`src/rtl/cdb_pkg.sv`:
```
// rtl/cdb_pkg.sv - CDB arbiter shared widths, result record type and helpers
package cdb_pkg;

   localparam int TAG_W  = 6;
   localparam int DATA_W = 32;
   localparam int CDB_W  = TAG_W + DATA_W;

   typedef struct packed {
      logic [TAG_W-1:0]  tag;
      logic [DATA_W-1:0] data;
   } cdb_t;

   // Tag 0 is the ROB sink slot, so an all-zero bus is harmless downstream.
   localparam cdb_t CDB_IDLE = '0;

   function automatic logic [TAG_W-1:0] tag_of(input logic [CDB_W-1:0] word);
      cdb_t r;
      r = cdb_t'(word);
      return r.tag;
   endfunction

endpackage

```
`src/rtl/cdb_rr_pick.sv`:
```
// rtl/cdb_rr_pick.sv - combinational round-robin picker: first set mask bit at or after start
module cdb_rr_pick #(
   parameter int N     = 6,
   parameter int PTR_W = 3
) (
   input  logic [N-1:0]     mask,
   input  logic [PTR_W-1:0] start,
   output logic [N-1:0]     pick,
   output logic [PTR_W-1:0] idx,
   output logic             found
);

   always_comb begin
      int j;
      pick  = '0;
      idx   = '0;
      found = 1'b0;
      j     = 0;
      for (int k = 0; k < N; k++) begin
         j = int'(start) + k;
         if (j >= N) j = j - N;
         if (!found && mask[j]) begin
            found   = 1'b1;
            pick[j] = 1'b1;
            idx     = PTR_W'(j);
         end
      end
   end

endmodule

```
`src/rtl/cdb_arbiter.sv`:
```
// rtl/cdb_arbiter.sv - round-robin arbiter granting up to NUM_CDB results per cycle onto the CDBs
// Optional per-requester stall counters enabled by defining CDB_ARB_PERF_EN.
module cdb_arbiter
   import cdb_pkg::*;
#(
   parameter int NUM_REQ = 6,
   parameter int NUM_CDB = 3
) (
   input  logic                             clk,
   input  logic                             reset_n,
   input  logic                             kill,
   input  logic [NUM_REQ-1:0]               req_valid,
   input  logic [NUM_REQ-1:0][CDB_W-1:0]    req_data,
   output logic [NUM_REQ-1:0]               req_ready,
   output logic [NUM_CDB-1:0][CDB_W-1:0]    cdb_out,
   output logic [NUM_CDB-1:0]               cdb_valid
`ifdef CDB_ARB_PERF_EN
   ,
   output logic [NUM_REQ-1:0][15:0]         perf_stall_cnt
`endif
);

   localparam int PTR_W = $clog2(NUM_REQ);

   logic [PTR_W-1:0]   rr_ptr;
   logic [PTR_W-1:0]   next_ptr;
   logic [PTR_W-1:0]   last_idx;
   logic [NUM_REQ-1:0] grant;
   logic               any_grant;

   logic [NUM_REQ-1:0] stage_mask [NUM_CDB+1];
   logic [NUM_REQ-1:0] stage_pick [NUM_CDB];
   logic [PTR_W-1:0]   stage_idx  [NUM_CDB];
   logic               stage_found[NUM_CDB];

   assign stage_mask[0] = req_valid;

   // Every stage scans from rr_ptr; earlier picks are masked off, so stage k
   // lands on the k-th valid requester in round-robin order.
   for (genvar k = 0; k < NUM_CDB; k++) begin : g_stage
      cdb_rr_pick #(
         .N     (NUM_REQ),
         .PTR_W (PTR_W)
      ) u_pick (
         .mask  (stage_mask[k]),
         .start (rr_ptr),
         .pick  (stage_pick[k]),
         .idx   (stage_idx[k]),
         .found (stage_found[k])
      );
      assign stage_mask[k+1] = stage_mask[k] & ~stage_pick[k];
   end

   always_comb begin
      grant     = '0;
      last_idx  = rr_ptr;
      any_grant = 1'b0;
      for (int k = 0; k < NUM_CDB; k++) begin
         grant = grant | stage_pick[k];
         if (stage_found[k]) begin
            last_idx  = stage_idx[k];
            any_grant = 1'b1;
         end
      end
      next_ptr = (last_idx == PTR_W'(NUM_REQ - 1)) ? '0 : last_idx + PTR_W'(1);
   end

   assign req_ready = (reset_n && !kill) ? grant : '0;

   always_ff @(posedge clk or negedge reset_n) begin
      if (!reset_n) begin
         rr_ptr    <= '0;
         cdb_out   <= '0;
         cdb_valid <= '0;
      end else begin
         if (!kill && any_grant) rr_ptr <= next_ptr;
         for (int k = 0; k < NUM_CDB; k++) begin
            if (stage_found[k] && !kill) begin
               cdb_out[k]   <= req_data[stage_idx[k]];
               cdb_valid[k] <= 1'b1;
            end else begin
               cdb_out[k]   <= CDB_IDLE;
               cdb_valid[k] <= 1'b0;
            end
         end
      end
   end

`ifdef CDB_ARB_PERF_EN
   always_ff @(posedge clk or negedge reset_n) begin
      if (!reset_n) begin
         perf_stall_cnt <= '0;
      end else begin
         for (int i = 0; i < NUM_REQ; i++) begin
            if (req_valid[i] && !req_ready[i] && perf_stall_cnt[i] != 16'hFFFF)
               perf_stall_cnt[i] <= perf_stall_cnt[i] + 16'd1;
         end
      end
   end
`endif

   // Two results carrying the same ROB tag in one cycle means a producer bug upstream.
   always_ff @(posedge clk) begin
      if (reset_n && !kill) begin
         for (int a = 0; a < NUM_REQ; a++) begin
            for (int b = a + 1; b < NUM_REQ; b++) begin
               if (grant[a] && grant[b])
                  assert (tag_of(req_data[a]) != tag_of(req_data[b]));
            end
         end
      end
   end

endmodule

```
`config.mk`:
```
export PLATFORM = sky130hd
export DESIGN_NAME = cdb_arbiter
export DESIGN_NICKNAME = d
export VERILOG_FILES = /design/src/rtl/cdb_pkg.sv /design/src/rtl/cdb_rr_pick.sv /design/src/rtl/cdb_arbiter.sv
export SDC_FILE = /design/constraint.sdc
export NUM_CORES = 1
export LEC_CHECK = 0
export CAP_MARGIN = 10
export CORE_AREA = 4 4 186 188
export DETAILED_ROUTE_END_ITERATION = 10
export DIE_AREA = 0 0 190 192
export PLACE_DENSITY = 0.7
export SYNTH_ARGS = -nofsm -noshare
export SYNTH_HDL_FRONTEND = slang
export SYNTH_SLANG_ARGS = --single-unit
```
`constraint.sdc`:
```
create_clock -name clk -period 7.3 [get_ports clk]
set_clock_uncertainty 0.1 [all_clocks]
set_input_delay 1.095 -clock clk [delete_from_list [all_inputs] [get_ports clk]]
set_output_delay 1.095 -clock clk [all_outputs]
set_load 0.005 [all_outputs]
```
==> results by group <==
GRT
  • Met1 usage: 0.475
  • GR peak layer: met2
  • Total GRT Usage: 0.373
  • Vias in the first global route: 16597
  • Overflow after GRT: 0
  • GRT met3 Usage: 0.0918
  • First-pass GRT wire length: approximately 100 mm
  • Largest net degree at the start of global routing: between 70 and 80
  • Grt met2 use: 0.598
  • Initial antenna violation count: 7

Synth
  • Synth Warn #: 0
  • Yosys cell types: 110
  • Avg Cell Area, Syn: roughly 7.6 um2
  • Post-Syn Area: about 0.013 mm2
  • Yosys reg bits: 120
  • Synth area leaders: dfrtp_1 (23%), nand2_1 (11%), mux2i_1 (6.5%)
  • Syn nets: approximately 2000
  • Synth Instances: approximately 1700
  • Seq/Total Area, Yosys: 0.231
  • Synth top area share: 0.231
  • Dominant cell type by area after synthesis: dfrtp_1
  • Async SR Flop Fraction: 1.00
  • Dominant synthesized flop cell: dfrtp_1
  • EDFF count, synth: 0

Run status
  • Status: complete, but fails checks
  • Failing checks: negative setup slack

Clocking
  • Clock transition at the registers of the reported paths: about 0.06 ns
  • CTS tree: done
  • TritonCTS buffer count: 17
  • Root buf cell: clkbuf_16
  • H-tree depth: 4
  • Hold Buf Count CTS: 0
  • CTS Buffer Depth: 2
  • Clock tree sinks: between 100 and 150
  • Clk_lat worst skew: between 0.4 and 0.5 ns

Timing
  • Final hold slack: about 0.36 ns
  • Rel. slew slack: 0.327
  • Tcrit/Tclk final: 1.02
  • Final min period: 7.45 ns
  • Setup WS post-layout: -0.146 ns
  • Peak Freq: 0.134 GHz
  • RSZ-0062 raised after global routing: yes
  • Worst-Margin Slew: 1.00 ns
  • Final setup fails: 6
  • Hold Violations, Final: 0
  • Slew Limit Fails: 0

Placement
  • Post-DP HPWL: approximately 54 mm
  • Placed cell count: approximately 2700
  • PortBufs: between 300 and 400
  • GPL Wtd Cong: 1.03

Job
  • Max-cap violation count: 0

Drt
  • DR DRC count: 0
  • Wirelength, routed: around 70 mm
  • Final antenna-violating net count: 0
  • Drt pass-1 iters: 5
  • Via count: ~17000
  • WL/cell: around 26 um
  • DR iter-0 viols: between 1000 and 1500
  • Vias per cell: roughly 6

Finish
  • Fin cells: 2790
  • Area Growth Syn to Fin: 61.9%
  • Storage element area: about 0.003 mm2
  • Final Util: 0.636
  • Multi-input gate area: roughly 0.010 mm2
  • Net count, final: about 2600
  • Fill cells: 2845
  • Layout cell share with drive strength beyond 1: 0.266

Floorplan
  • # IOs: between 300 and 400
  • Core box area: between 0.03 and 0.04 mm2
  • Initial Util: 0.392
  • Die area: approximately 0.036 mm2
  • Chip height: roughly 190 um
  • Die width: 190 um
  • Num rows: between 60 and 70

Setup path
  • Crit Path Class: in -> out
  • Worst EP required: between 6 and 7 ns
  • CP Capture Type: output pin
  • Arrival time worst endpoint: between 6 and 7 ns
  • Critical Path Start Type: input pin
  • Max Fanout on Critical Path: 8

Min path
  • Worst hold path class: in -> async
[logic make-up after synthesis]
logic type      count (synthesis)  share of synthesized area
flops                         120                      0.231
mux                           166                      0.137
xor+xnor                        6                    0.00520
compound gates                491                      0.283
simple gates                  737                      0.263
fa+ha+maj                      20                     0.0193
buf+inv                       170                     0.0617
[final cells by class]
class	instances	share of cell area
Antenna cell	4	0.000476
Clock buffer	19	0.0215
Tap cell	448	0.0266
Timing Repair Buffer	737	0.319
Multi-Input combinational cell	1420	0.475
Clock inverter	13	0.00910
Sequential cell	120	0.143
Inverter	29	0.00529
[routing by layer]
| layer | up-vias | routed length [um] |
|---|---|---|
| met4 | 6 | 3420 |
| met2 | 1036 | 32700 |
| li1 | 7599 | - |
| met3 | 198 | 6880 |
| met1 | 8246 | 28200 |
| met5 | - | 46 |
[Yosys cell counts (8+ instances only)]
cell      number
a211oi_1      89
a21oi_1       43
a22oi_1        8
a311oi_1      76
a31oi_1       92
and2_1        84
and3_1        10
buf_1         12
buf_2         18
buf_4         13
buf_6         11
clkbuf_1      84
dfrtp_1      120
ha_1          20
inv_1         24
mux2_1        30
mux2_2        49
mux2i_1       84
nand2_1      371
nand2b_1      15
nand3_1       29
nand4_1        8
nor2_1       127
nor2b_1       12
nor3_1        31
o211ai_1      10
o21ai_0       32
o22ai_1       41
or3_1         11
[layout by cell type (no fill, tap or decap), drive strengths merged, types with 5 or more instances in the layout]
cell type / Yosys / routed
nor3: 34 / 34
o211ai: 13 / 13
nor4: 8 / 8
nand2: 372 / 372
and2: 84 / 84
a22oi: 10 / 10
o31ai: 7 / 7
and3: 11 / 11
or3: 12 / 12
a31o: 5 / 5
or2: 8 / 8
mux2i: 86 / 86
clkbuf: 86 / 19
buf: 54 / 385
o21ai: 35 / 35
a21oi: 43 / 43
ha: 20 / 20
a211oi: 91 / 91
o22ai: 43 / 43
nand4: 8 / 8
a311oi: 77 / 77
a221oi: 8 / 8
a211o: 5 / 5
dfrtp: 120 / 120
nand2b: 15 / 15
o2111ai: 6 / 6
inv: 29 / 32
a21o: 7 / 7
clkdlybuf4s50: 0 / 349
mux2: 79 / 79
a31oi: 93 / 93
o21bai: 5 / 5
nor2: 127 / 127
nor2b: 12 / 12
nand3: 29 / 29
[critical path, cell delays in order]
cell and delay [ns]:
clkdlybuf4s50_1 0.50, buf_4 0.21, mux2i_4 0.17, nor3b_1 0.09, a21o_2 0.29, buf_4 0.18
a31oi_4 0.32, o211a_1 0.27, a211oi_2 0.08, buf_4 0.14, or3_4 0.37, o211a_4 0.18
buf_6 0.12, nor4_4 0.25, o21ai_2 0.10, a32oi_2 0.36, o221ai_2 0.18, or4_4 0.58
nor3b_4 0.23, buf_6 0.15, nand2_2 0.05, a31oi_1 0.18, buf_2 0.14
[stage by stage]
step | area [um2] | setup TNS [ns] | setup WS [ns]
CTS | 20500 | -1.19 | -0.245
global route | 21000 | -2.10 | -0.364
detailed placement | 19300 | -16.54 | -0.824
finish | 21000 | -0.697 | -0.146
global placement | 19300 | -10.79 | -0.709
floorplan | 13100 | 0 | 0.0767
[final timing paths]
check / from / to / slack [ns] / depth (start not counted)
max in group asynchronous: reset_n / cdb_out[52] / 4.79 / 3
hold reg to reg: rr_ptr[0] / rr_ptr[0] / 0.84 / 3
setup / recovery: req_valid[3] / req_ready[1] / -0.15 / 23
setup reg to reg: rr_ptr[1] / cdb_out[109] / 0.29 / 37
min in group clk: rr_ptr[0] / rr_ptr[0] / 0.84 / 3
hold / removal: reset_n / cdb_out[97] / 0.36 / 1
[flip-flops by register name (all words and copies together), names as in the netlist]
name and flops:
cdb_out 114, cdb_valid 3, rr_ptr 3
[what timing repair did]
item / 4_1_cts / 5_1_grt
buffers inserted: 27 / 20
resized for setup: 92 / 79
setup endpoints to repair: 43 / 44
pin swaps: 34 / 45
Power is left out: the tool's default activity adds up to more than one toggle a clock period on the data nets, which glitch-free logic cannot reach.
